===== config.mk =====
export PLATFORM = sky130hd
export DESIGN_NAME = hdmi_strip_scheduler
export DESIGN_NICKNAME = d
export VERILOG_FILES = /design/src/rtl/hdmi_strip_scheduler.sv
export SDC_FILE = /design/constraint.sdc
export NUM_CORES = 1
export LEC_CHECK = 0
export BUFFER_PORTS_ARGS = -buffer_cell sky130_fd_sc_hd__buf_4
export CORE_MARGIN = 2
export CORE_UTILIZATION = 40
export CTS_CLUSTER_SIZE = 14
export DETAILED_ROUTE_END_ITERATION = 8
export GPL_TIMING_DRIVEN = 0
export PLACE_DENSITY = 0.66
export SYNTH_ARGS = -nofsm -noshare
export SYNTH_HDL_FRONTEND = slang
export SYNTH_SLANG_ARGS = --single-unit

===== constraint.sdc =====
create_clock -name clk -period 2.48 [get_ports clk]
set_clock_uncertainty 0.2 [all_clocks]
set_input_delay 0.124 -clock clk [delete_from_list [all_inputs] [get_ports clk]]
set_output_delay 0.124 -clock clk [all_outputs]
set_load 0.005 [all_outputs]

===== src/rtl/hdmi_strip_scheduler.sv =====
// Frame-level block-fetch sequencer for the HDMI ping-pong strip buffers.
// Issues 8x8 block coordinates in raster order, gating each strip on a free-buffer credit.
module hdmi_strip_scheduler #(
    parameter int X_RES   = 2160,
    parameter int Y_RES   = 1200,
    parameter int BUF_CNT = 2,
    localparam int XB = X_RES / 8,
    localparam int YB = Y_RES / 8,
    localparam int XW = (XB > 1) ? $clog2(XB) : 1,
    localparam int YW = (YB > 1) ? $clog2(YB) : 1
) (
    input  logic          clk,
    input  logic          rst,
    input  logic          enable,
    input  logic          frame_start,
    input  logic          strip_release,
    output logic          req_valid,
    input  logic          req_ready,
    output logic [XW-1:0] req_blk_x,
    output logic [YW-1:0] req_blk_y,
    output logic          req_sof,
    output logic          req_sos,
    output logic          req_eof,
    output logic [1:0]    credits,
    output logic          busy,
    output logic          frame_done,
    output logic          err_overrun,
    output logic          err_release
);

    typedef enum logic [1:0] {IDLE, WAIT_CREDIT, ISSUE} state_t;

    localparam logic [XW-1:0] X_LAST = XW'(XB - 1);
    localparam logic [YW-1:0] Y_LAST = YW'(YB - 1);
    localparam logic [1:0]    CR_MAX = 2'(BUF_CNT);

    state_t        state_q;
    logic [XW-1:0] x_q;
    logic [YW-1:0] y_q;
    logic [1:0]    credits_q, credits_d;
    logic          valid_q, sof_q, sos_q, eof_q;
    logic          busy_q, done_q, err_ovr_q, err_rel_q;

    logic          consume, hs;
    logic [XW-1:0] x_nxt;

    assign consume = (state_q == WAIT_CREDIT) && (credits_q != 2'd0);
    assign hs      = valid_q && req_ready;
    assign x_nxt   = x_q + XW'(1);

    // A release and a consume in the same cycle cancel; a release at full is dropped.
    always_comb begin
        credits_d = credits_q;
        if (consume && !strip_release)
            credits_d = credits_q - 2'd1;
        else if (strip_release && !consume && credits_q != CR_MAX)
            credits_d = credits_q + 2'd1;
    end

    always_ff @(posedge clk or posedge rst) begin
        if (rst) begin
            state_q   <= IDLE;
            x_q       <= '0;
            y_q       <= '0;
            credits_q <= CR_MAX;
            valid_q   <= 1'b0;
            sof_q     <= 1'b0;
            sos_q     <= 1'b0;
            eof_q     <= 1'b0;
            busy_q    <= 1'b0;
            done_q    <= 1'b0;
            err_ovr_q <= 1'b0;
            err_rel_q <= 1'b0;
        end else begin
            done_q    <= 1'b0;
            credits_q <= credits_d;
            if (strip_release && !consume && credits_q == CR_MAX)
                err_rel_q <= 1'b1;
            if (frame_start && state_q != IDLE)
                err_ovr_q <= 1'b1;

            case (state_q)
                IDLE: begin
                    if (enable && frame_start) begin
                        x_q     <= '0;
                        y_q     <= '0;
                        busy_q  <= 1'b1;
                        state_q <= WAIT_CREDIT;
                    end
                end
                WAIT_CREDIT: begin
                    if (consume) begin
                        valid_q <= 1'b1;
                        sof_q   <= (x_q == '0) && (y_q == '0);
                        sos_q   <= (x_q == '0);
                        eof_q   <= (x_q == X_LAST) && (y_q == Y_LAST);
                        state_q <= ISSUE;
                    end
                end
                ISSUE: begin
                    if (hs) begin
                        if (x_q != X_LAST) begin
                            x_q   <= x_nxt;
                            sof_q <= 1'b0;
                            sos_q <= 1'b0;
                            eof_q <= (x_nxt == X_LAST) && (y_q == Y_LAST);
                        end else begin
                            valid_q <= 1'b0;
                            sof_q   <= 1'b0;
                            sos_q   <= 1'b0;
                            eof_q   <= 1'b0;
                            if (y_q != Y_LAST) begin
                                x_q     <= '0;
                                y_q     <= y_q + YW'(1);
                                state_q <= WAIT_CREDIT;
                            end else begin
                                busy_q  <= 1'b0;
                                done_q  <= 1'b1;
                                state_q <= IDLE;
                            end
                        end
                    end
                end
                default: state_q <= IDLE;
            endcase
        end
    end

    assign req_valid   = valid_q;
    assign req_blk_x   = x_q;
    assign req_blk_y   = y_q;
    assign req_sof     = sof_q;
    assign req_sos     = sos_q;
    assign req_eof     = eof_q;
    assign credits     = credits_q;
    assign busy        = busy_q;
    assign frame_done  = done_q;
    assign err_overrun = err_ovr_q;
    assign err_release = err_rel_q;

endmodule


# After elaboration in Yosys (flattened, before gate mapping)
# Cells that the tools add are included.
# word_totals
input_bits,6
out_inout_bits,27
regBits,29
elab_cells,99
# classes
add_sub_neg,4
reduce_logical,27
muxes,40
eq_ne,16
# op_table
operator,count
$mux 9,4
$mux 8,4
$eq 9x9->1 const B,2
$mux 1,18
$pmux 9 s2,1
$pmux 8 s2,1
$ne 2x2->1 const B,7
$mux 2,6
$reduce_and 4->1,3
$logic_and 1x1->1,11
$pmux 1 s2,5
$reduce_and 5->1,2
$reduce_bool 2->1,5
$add 9x1->9 const B,1
$logic_not 9->1,1
$ne 9x9->1 const B,1
$add 8x1->8 const B,1
$eq 8x8->1 const B,1
$logic_not 8->1,1
$ne 8x8->1 const B,1
$pmux 2 s3,1
$eq 2x2->1 const B,2
$ne 3x3->1 const B,1
$reduce_and 3->1,1
5 further kinds,6

# Depth between registers and ports, before layout
# Gate-level depths: netlist of the first run.
# depth
ltp_word,7
ltp_mapped,8
depth_no_buf,7

# Worst setup path before layout of the first run
# Ideal clock, no wire load.
# synth_timing
kind,register to register
start,register x_q[7] (netlist: req_blk_x[7])
end,register x_q[5] (netlist: req_blk_x[5])
setup_ns,0.110
arrival_time_ns,1.792
path_stages_with_launch,6
path_slack_ns,0.378
path_buffers,0
path_cell_list,dfrtp_1 or4_4 or2_4 o31ai_4 o21ai_1 o41ai_1
# synth_via
elab_chain_cells,4
# synth_lines
element,line,rtl
from (decl),38,logic [XW-1:0] x_q;
from (signal assigned),103,x_q <= x_nxt;
$ne 9x9->1 (*),102,if (x_q != X_LAST) begin
$mux 9,102,
$mux 9,101,if (hs) begin
$pmux 9 s2,82,case (state_q)
# Every way passes the cells marked *; elsewhere a longest branch is shown, timed or not. The select of a mux whose other input is x is not followed.
# A chain may end at the register's enable or synchronous reset.

# Worst setup path in the final report of the first run
# layout_timing
start,register x_q[7] (netlist: req_blk_x[7])
end,register x_q[6] (netlist: req_blk_x[6])
# The elaborated chain is that of the path after synthesis.

==> results.yml, run 1 <==
clock_tree:
  cts_tree: "built"
  clkLatencyLatePin_ns: 0.28
  path_clk_slew_ns: 0.06
  cts_root_buf: "clkbuf_8"
  cts_sinks: 29
  cts.path.max_buffers: 2
  cts_buffers: 5
  post-cts-setup-buffers: 0
  clock_tree.htree_level_count: 2
logic_synthesis:
  synth_seq_area_share_pct: 42.41
  yosys.area_share.simple_pct: 23.94
  synthTopCellsByCount: "dfrtp_1 (28), nand2_1 (20), o21ai_0 (17)"
  synth_compound_area_share_pct: 21.68
  yosys.area.top_type: "dfrtp_1"
  synth_edf_count: 0
  yosys_register_bits: 29
  synth_top_area_share_pct: 40.88
  synth_top_family_by_area: "simple AND/OR/NAND/NOR gates"
  ys_top_cells_by_area: "dfrtp_1 (41%), o21ai_0 (5.0%), ha_1 (4.4%), nand2_1 (4.4%), nor2_1 (3.5%)"
  mappedNetlistArea_um2: 1714
  synthArstFlopShare_pct: 100.0
  synth_fa_ha_area_share_pct: 4.380
  ys_types: 48
  synthXorXnorAreaFrac_pct: 2.555
  synth.avg_cell_area_um2: 8.928
  netlist_instances: 192
  dominantRegCellSynth: "dfrtp_1"
  yosysMostFrequentCell: "dfrtp_1"
  ys_warn_count: 0
  synth_nets: 204
  synth_mux_area_share_pct: 1.825
timing:
  setup_violations: 0
  post-route-min-period_ns: 2.357
  hold_viol_final: 0
  slew_headroom_pct: 25.60
  max_freq_mhz: 424.3
  worst_slack_ns: 0.1233
  rsz0062_at_grt: "false"
  slew_viol_final: 0
  tightest_slew_ns: 1.115
  setup_tns_ns: 0
  fin_crit_sh_pct: 95.03
placed_design:
  place.gp.congestion: 0.8220
  portBuffers: 32
  dp_hpwl_um: 2861
  place_area_um2: 2017
  preCtsSetupSlack_ns: 0.1455
power_and_ir_drop:
  peakVddDrop_mv: 0.5249
  p_per_area_nw_per_um2: 800.0
  power.internal_w: 0.001054
  sequentialPowerShare_pct: 39.3
  power.switching_w: 0.0006631
  swShare_pct: 38.62
  clockPowerShare_pct: 21.7
  p_leak_nw: 0.9456
  pwr-share-comb_pct: 39.0
global_route:
  globalRouteOverflowTotal: 0
  antenna_found_initial: 0
  grt_pass1_vias: 1366
  grt_use_total_pct: 17.05
  grt_start_max_net_pins: 30
  grt_pass1_wl_um: 6561
setup_path:
  crit_fanout: 10
  worstSetupEndpointType: "flip-flop"
  worstSetupPathType: "flip-flop to flip-flop"
  crit_chain: "or4_4, or2_4, o31ai_4, o21ai_1, o41ai_1"
  r2r.worst_path.cells: 5
  arrival_ns: 2.32
  slowest_delay_ns: 0.60
  startpoint_type: "flip-flop"
  worst_ep_required_time_ns: 2.44
  cp_slowest_cell: "or4_4"
die:
  rows: 23
  coreArea_um2: 4058
  die_area_um2: 4825
  fp.dieW_um: 69.46
  fp.dieH_um: 69.46
  initial_core_util_pct: 42.24
  num_io_pins: 33
final_layout:
  n_fill_cell: 402
  fin_nets: 247
  diodes: 0
  final_cell_area_um2: 2146
  utilization_pct: 52.88
  area_delta_synth_final_pct: 25.18
  drive_gt1_share_pct: 21.61
detailed_routing:
  drc_errors: 0
  postRouteAntennaNets: 0
  wl_per_cell_um: 13.91
  drt-total-wl_um: 3977
  drtIter0Drc: 66
  vias: 1558
  dr.pass1.iters: 4
  via_per_inst: 5.448
worst_hold_path:
  hp-class: "input pin to flip-flop"
  holdPathStages: 4
status:
  status: "complete, no violations"
flow_run:
  maxCapViolations: 0
==> repair_timing <==
item,in CTS,in global routing
hold endpoints to repair,32,0
endpoints found under the setup margin,0,1
hold buffers,4,0
gates resized for setup,0,1
==> final timing paths <==
check,startpoint,to,slack [ns]
setup / recovery,req_blk_x[7],req_blk_x[6],0.12
hold / removal,enable,busy,0.19
setup reg to reg,req_blk_x[7],req_blk_x[6],0.12
hold reg to reg,err_overrun,err_overrun,0.27
max in group asynchronous,rst,req_blk_y[2],0.92
min in group asynchronous,rst,req_blk_x[2],0.49
==> flip-flops by register name, indices dropped and copies added (netlist names) <==
signal and cells:
req_sos 1, credits 2, err_overrun 1, req_blk_y 8, frame_done 1, req_eof 1
req_sof 1, state_q 2, err_release 1, busy 1, req_blk_x 9, req_valid 1
==> per-stage QoR <==
stage / instances / hold WS (ns) / total power [W]
finish: 286 / 0.1860 / 0.001717
global route: 286 / 0.2884 / 0.001849
CTS: 286 / 0.1912 / 0.001733
detailed placement: 274 / 0.2123 / 0.001346
global placement: 274 / 0.1996 / 0.001340
floorplan: 192 / 0.001370 / 0.001108
==> critical path, delay by kind of cell, from the launching register on <==
family	cells	cell delay (ns)
compound gates	3	0.67
flops	1	0.45
simple gates	2	0.91
==> placed cells by master, fill, tap and decap left out, types with 4 or more instances in the layout <==
cell type       n
dlygate4sd3_1   4
nand2_1        20
inv_1           7
nand3_1         8
xnor2_1         4
nor2b_1         5
clkbuf_1        6
nand2b_1        5
nor3_1          5
o21ai_0        17
nand4_1         5
a21oi_1         6
o21ai_1         8
dfrtp_1        28
nor2_1         16
buf_4          32
clkbuf_8        5
ha_1            6
==> metal layers <==
layer  vias to the layer above  share of wire, %  track usage (%)
met1                       730                49            24.65
met2                        40                45            24.57
li1                        783                 -                -
met5                         -                 0                0
met4                         0               1.6            6.536
met3                         5               4.9            4.070
==> cell type report <==
class / count / area (um^2) / share of cell area (%)
flip-flops and latches: 29 / 726.9 / 33.88
multi-input cells: 149 / 938.4 / 43.73
repair buffers: 36 / 280.3 / 13.06
inverters: 7 / 26.28 / 1.224
clock buffers: 6 / 72.57 / 3.382
plain buffers: 7 / 28.78 / 1.341
clock inverters: 2 / 10.01 / 0.4665
well taps: 50 / 62.56 / 2.915
==> power groups by stage <==
stage	sequential [W]	clock (W)	combinational (W)
CTS	0.000674	0.000383	0.000675
global placement	0.000679	0	0.000661
global route	0.000696	0.000401	0.000752
finish	0.000674	0.000372	0.000670
detailed placement	0.000681	0	0.000665
floorplan	0.000663	0	0.000445
==> cells by family (layout without fill, tap and decap cells) <==
| family | after synthesis | after routing |
|---|---|---|
| compound gates | 55 | 55 |
| xor+xnor | 5 | 5 |
| fa+ha+maj | 6 | 6 |
| buf+inv | 14 | 58 |
| flops | 29 | 29 |
| mux | 3 | 3 |
| simple gates | 80 | 80 |
Power figures use the tool's default switching activity.
==> inputs of run 2 (changes only) <==
--- a/config.mk
+++ b/config.mk
@@ -11,6 +11,7 @@
 export CTS_CLUSTER_SIZE = 14
 export DETAILED_ROUTE_END_ITERATION = 8
 export GPL_TIMING_DRIVEN = 0
+export MAX_ROUTING_LAYER = met4
 export PLACE_DENSITY = 0.66
 export SYNTH_ARGS = -nofsm -noshare
 export SYNTH_HDL_FRONTEND = slang
==> run 2 against run 1 <==
- non-clock buffer count unchanged
- total power about the same
- maximum frequency down 0.28%
- sequential share of layout area unchanged
- routed wire length about the same
- global-route usage up 0.48 points
- critical path depth unchanged
- clock power about the same
- combinational power about the same
- die area unchanged
- flip-flop and latch count unchanged
- register-to-register slack about the same
- critical path type unchanged
==> results.yml, run 2 (same netlist as run 1, synthesis figures left out) <==
placed_design:
  dp_hpwl_um: 2861
  place.gp.congestion: 0.8344
  portBuffers: 32
  dp.cells: 274
die:
  fp.dieH_um: 69.46
  initial_core_util_pct: 42.24
  fp.dieW_um: 69.46
  num_io_pins: 33
  rows: 23
  coreArea_um2: 4058
  die_area_um2: 4825
detailed_routing:
  drc_errors: 0
  vias: 1562
  drtIter0Drc: 63
  postRouteAntennaNets: 0
  dr.pass1.iters: 4
  wl_per_cell_um: 13.91
  via_per_inst: 5.462
  drt-total-wl_um: 3978
setup_path:
  r2r.worst_path.cells: 5
  timing.rr.end: "req_blk_x[6]"
  worstSetupEndpoint: "req_blk_x[6]"
  arrival_ns: 2.32
  crit_fanout: 10
  startpoint_type: "flip-flop"
  startpoint: "req_blk_x[7]"
  regToRegSetupSlack_ns: 0.12
  worstSetupEndpointType: "flip-flop"
  reg2reg_from: "req_blk_x[7]"
  worstSetupPathType: "flip-flop to flip-flop"
  worst_ep_required_time_ns: 2.44
status:
  status: "complete, no violations"
final_layout:
  final_common_cell: "buf_4"
  fin_nets: 247
  drive_gt1_share_pct: 21.61
  largest_register_ffs: 9
  area_delta_synth_final_pct: 25.18
  final_cell_mix: "buf_4 (32), dfrtp_1 (28), nand2_1 (20), o21ai_0 (17), nor2_1 (16)"
  diodes: 0
  layout.cells.non_filler: 286
global_route:
  grt_pass1_vias: 1366
  grt_pass1_wl_um: 6575
  antenna_found_initial: 0
  grt_start_max_net_pins: 30
  globalRouteOverflowTotal: 0
  grt_use_total_pct: 17.53
power_and_ir_drop:
  p_per_area_nw_per_um2: 800.5
  p_leak_nw: 0.9456
  peakVddDrop_mv: 0.5245
timing:
  slew_headroom_pct: 25.63
  slew_viol_final: 0
  max_freq_mhz: 423.1
  rsz0062_at_grt: "false"
  post-route-min-period_ns: 2.363
  setup_violations: 0
  setup_tns_ns: 0
  fin_crit_sh_pct: 95.30
  tightest_slew_ns: 1.114
  hold_viol_final: 0
clock_tree:
  clock_tree.htree_level_count: 2
  cts_root_buf: "clkbuf_8"
  cts_sinks: 29
  clkLatencyLatePin_ns: 0.28
  path_clk_slew_ns: 0.06
  cts_buffers: 5
  cts.path.max_buffers: 2
  post-cts-setup-buffers: 0
  cts_tree: "built"
worst_hold_path:
  hp-class: "input pin to flip-flop"
  worstHoldStart: "enable"
flow_run:
  maxCapViolations: 0
==> run 2: cell counts in the layout (fill, tap and decap cells not counted) <==
No cell type changed its count.
==> run 2: per-layer routing <==
metal  part of all wire, %  up-vias  track usage (%)
met2                    45       41            24.57
met4                   1.6        0            6.536
met3                   4.9        5            3.924
met1                    49      733            24.75
li1                      -      783                -
met5                     0        -                -
==> run 2: critical path, cell delays in order, from the launching register on <==
cell     delay [ns]
dfrtp_1        0.46
or4_4          0.60
or2_4          0.31
o31ai_4        0.46
o21ai_1        0.14
o41ai_1        0.09
==> run 2: per-stage QoR <==
stage,worst slack (ns),area (um^2),util [%],total power (W),hold WS (ns)
3_3_place_gp,0.1891,2017,49.71,0.001340,0.1996
2_1_floorplan,0.3777,1714,-,0.001108,0.001370
3_5_place_dp,0.1455,2017,49.71,0.001346,0.2123
6_report,0.1167,2146,52.88,0.001718,0.1867
5_1_grt,0.03020,2146,52.88,0.001849,0.2884
4_1_cts,0.1239,2140,52.73,0.001733,0.1912
==> run 2: timing repair <==
action	CTS	global route
setup endpoints to repair	0	1
hold buffers	4	0
hold endpoints to repair	32	0
resized for setup	0	1
==> run 2: worst min path at each step <==
| stage | end | cells past startpoint |
|---|---|---|
| detailed placement | err_overrun | 3 |
| global placement | err_overrun | 3 |
| floorplan | busy | 1 |
| CTS | busy | 4 |
| finish | busy | 4 |
| global route | busy | 4 |
==> run 2: where the power goes <==
group	internal (W)	total [W]	switching, W
logic	0.000296	0.000671	0.000375
clock network	0.000194	0.000372	0.000179
registers	0.000564	0.000674	0.000110
==> run 2: area by class of cell <==
class                   count  area (um^2)
inverters                   7        26.28
flip-flops and latches     29        726.9
clock inverters             2        10.01
fillers                   402         1912
multi-input cells         149        938.4
clock buffers               6        72.57
well taps                  50        62.56
repair buffers             36        280.3
plain buffers               7        28.78
==> inputs of run 3 (changes only) <==
--- a/config.mk
+++ b/config.mk
@@ -7,12 +7,11 @@
 export LEC_CHECK = 0
 export BUFFER_PORTS_ARGS = -buffer_cell sky130_fd_sc_hd__buf_4
 export CORE_MARGIN = 2
-export CORE_UTILIZATION = 40
+export CORE_UTILIZATION = 30
 export CTS_CLUSTER_SIZE = 14
 export DETAILED_ROUTE_END_ITERATION = 8
 export GPL_TIMING_DRIVEN = 0
 export MAX_ROUTING_LAYER = met4
-export PLACE_DENSITY = 0.66
 export SYNTH_ARGS = -nofsm -noshare
 export SYNTH_HDL_FRONTEND = slang
 export SYNTH_SLANG_ARGS = --single-unit
==> run 3 against run 2 <==
- maximum frequency up 0.64%
- hold slack got worse by 0.026 ns
- cell count is 7.7% higher
- design area grew 1.9%
- core utilization fell by 13 points
- routed wire length up 4.5%
- critical path depth stayed put
==> results.yml, run 3 (same netlist as run 1, synthesis figures left out) <==
detailed_routing:
  via_per_inst: 5.010
  dr.pass1.iters: 4
  postRouteAntennaNets: 0
  drtIter0Drc: 64
  vias: 1543
  drt-total-wl_um: 4158
  drc_errors: 0
  wl_per_cell_um: 13.50
timing:
  tightest_slew_ns: 1.152
  slew_headroom_pct: 23.10
  setup_tns_ns: 0
  post-route-min-period_ns: 2.348
  worst_slack_ns: 0.1317
  hold_viol_final: 0
  rsz0062_at_grt: "false"
  slew_viol_final: 0
  fin_crit_sh_pct: 94.69
  max_freq_mhz: 425.8
  setup_violations: 0
power_and_ir_drop:
  sequentialPowerShare_pct: 37.7
  swShare_pct: 37.95
  p_leak_nw: 0.9538
  peakVddDrop_mv: 0.2827
  power.switching_w: 0.0006788
  power.internal_w: 0.001110
  p_per_area_nw_per_um2: 818.3
  clockPowerShare_pct: 24.7
  total_power_w: 0.001789
  pwr-share-comb_pct: 37.6
final_layout:
  n_fill_cell: 558
  final_common_cell: "buf_4"
  layout.cells.non_filler: 308
  largest_register_ffs: 9
  final_cell_mix: "buf_4 (32), dfrtp_1 (28), nand2_1 (20), o21ai_0 (17), nor2_1 (16)"
  diodes: 0
  fin_nets: 247
  area_delta_synth_final_pct: 27.52
  drive_gt1_share_pct: 21.61
setup_path:
  crit_fanout: 10
  critical_path.top_delay_family: "simple AND/OR/NAND/NOR gates"
  arrival_ns: 2.32
  regToRegSetupSlack_ns: 0.13
  slowest_delay_ns: 0.59
  cp_slowest_cell: "or4_4"
  worst_ep_required_time_ns: 2.46
  critPathBufInv: 0
  r2r.worst_path.cells: 5
  timing.rr.end: "req_blk_x[6]"
  startpoint_type: "flip-flop"
  worstSetupEndpointType: "flip-flop"
  crit_chain: "or4_4, or2_4, o31ai_4, o21ai_1, o41ai_1"
  reg2reg_from: "req_blk_x[7]"
  worstSetupPathType: "flip-flop to flip-flop"
global_route:
  grt_use_total_pct: 14.33
  grt_start_max_net_pins: 30
  grt_pass1_vias: 1400
  grt_pass1_wl_um: 6796
  antenna_found_initial: 0
  globalRouteOverflowTotal: 0
die:
  rows: 27
  die_area_um2: 6335
  num_io_pins: 33
  coreArea_um2: 5507
  initial_core_util_pct: 31.13
  fp.dieH_um: 79.59
  fp.dieW_um: 79.59
clock_tree:
  cts_root_buf: "clkbuf_8"
  cts_sinks: 29
  clock_tree.htree_level_count: 2
  cts.path.max_buffers: 2
  cts_buffers: 5
  clkLatencyLatePin_ns: 0.29
  path_clk_slew_ns: 0.07
  cts_tree: "built"
worst_hold_path:
  hp-class: "input pin to flip-flop"
  worstHoldStart: "enable"
  hold_end: "busy"
  holdPathStages: 4
flow_run:
  maxCapViolations: 0
placed_design:
  place.gp.congestion: 0.8135
  dp.cells: 296
  preCtsSetupSlack_ns: 0.1561
  portBuffers: 32
  dp_hpwl_um: 3021
status:
  status: "complete, no violations"
## run 3: cell types whose count changed in the layout (fill, tap and decap cells not counted)
cell and change:
nor4_1 +1, clkbuf_1 -1, nor4_2 -1, clkbuf_8 +2, clkinv_2 -1
## run 3: final cells by class
class / instances / area [um^2] / area share [%]
clock buffer: 7 / 96.34 / 4.408
buffer: 7 / 28.78 / 1.317
multi-input combinational: 149 / 932.1 / 42.64
tap: 72 / 90.09 / 4.121
sequential: 29 / 726.9 / 33.26
timing repair buffer: 36 / 280.3 / 12.82
inverter: 7 / 26.28 / 1.202
clock inverter: 1 / 5.005 / 0.2290
## run 3: worst reg2reg max path: stages (launching register included)
cell     delay [ns]
dfrtp_1        0.46
or4_4          0.59
or2_4          0.31
o31ai_4        0.47
o21ai_1        0.14
o41ai_1        0.08
## run 3: metrics by stage
| step | hold slack (ns) | cell area (um^2) | util [%] |
|---|---|---|---|
| final | 0.1608 | 2186 | 39.70 |
| after global routing | 0.2569 | 2186 | 39.70 |
| after CTS | 0.1573 | 2186 | 39.70 |
| after detailed placement | 0.2007 | 2044 | 37.13 |
| after global placement | 0.1916 | 2044 | 37.13 |
| after floorplan | 0.001370 | 1714 | - |
## run 3: repair_timing
| item | 4_1_cts | 5_1_grt |
|---|---|---|
| endpoints found under the hold margin | 32 | 0 |
| gates resized for setup | 0 | 0 |
| buffers inserted | 0 | 0 |
| hold buffers | 4 | 0 |
## run 3: how the worst max path moves through the flow
stage / endpoint / cells past startpoint / startpoint / slack [ns]
4_1_cts: req_blk_x[5] / 5 / req_blk_x[7] / 0.13
6_report: req_blk_x[6] / 5 / req_blk_x[7] / 0.13
3_3_place_gp: req_blk_x[6] / 5 / req_blk_x[7] / 0.15
3_5_place_dp: req_blk_x[5] / 5 / req_blk_x[7] / 0.16
5_1_grt: req_blk_x[3] / 5 / req_blk_x[7] / 0.006
2_1_floorplan: req_blk_x[5] / 5 / req_blk_x[7] / 0.38
## run 3: power groups by stage
| stage | Clock [W] | Sequential, W | Combinational (W) |
|---|---|---|---|
| after global routing | 0.000469 | 0.000693 | 0.000764 |
| after global placement | 0 | 0.000681 | 0.000665 |
| after detailed placement | 0 | 0.000684 | 0.000675 |
| final | 0.000442 | 0.000675 | 0.000672 |
| after CTS | 0.000453 | 0.000677 | 0.000680 |
| after floorplan | 0 | 0.000663 | 0.000445 |
## run 3: layer usage
metal | share of wire [%] | vias up | GRT usage [%]
met5 | 0 | - | -
met4 | 1.9 | 0 | 6.207
met3 | 3.7 | 8 | 3.394
met2 | 45 | 29 | 20.84
met1 | 49 | 724 | 19.02
li1 | - | 782 | -
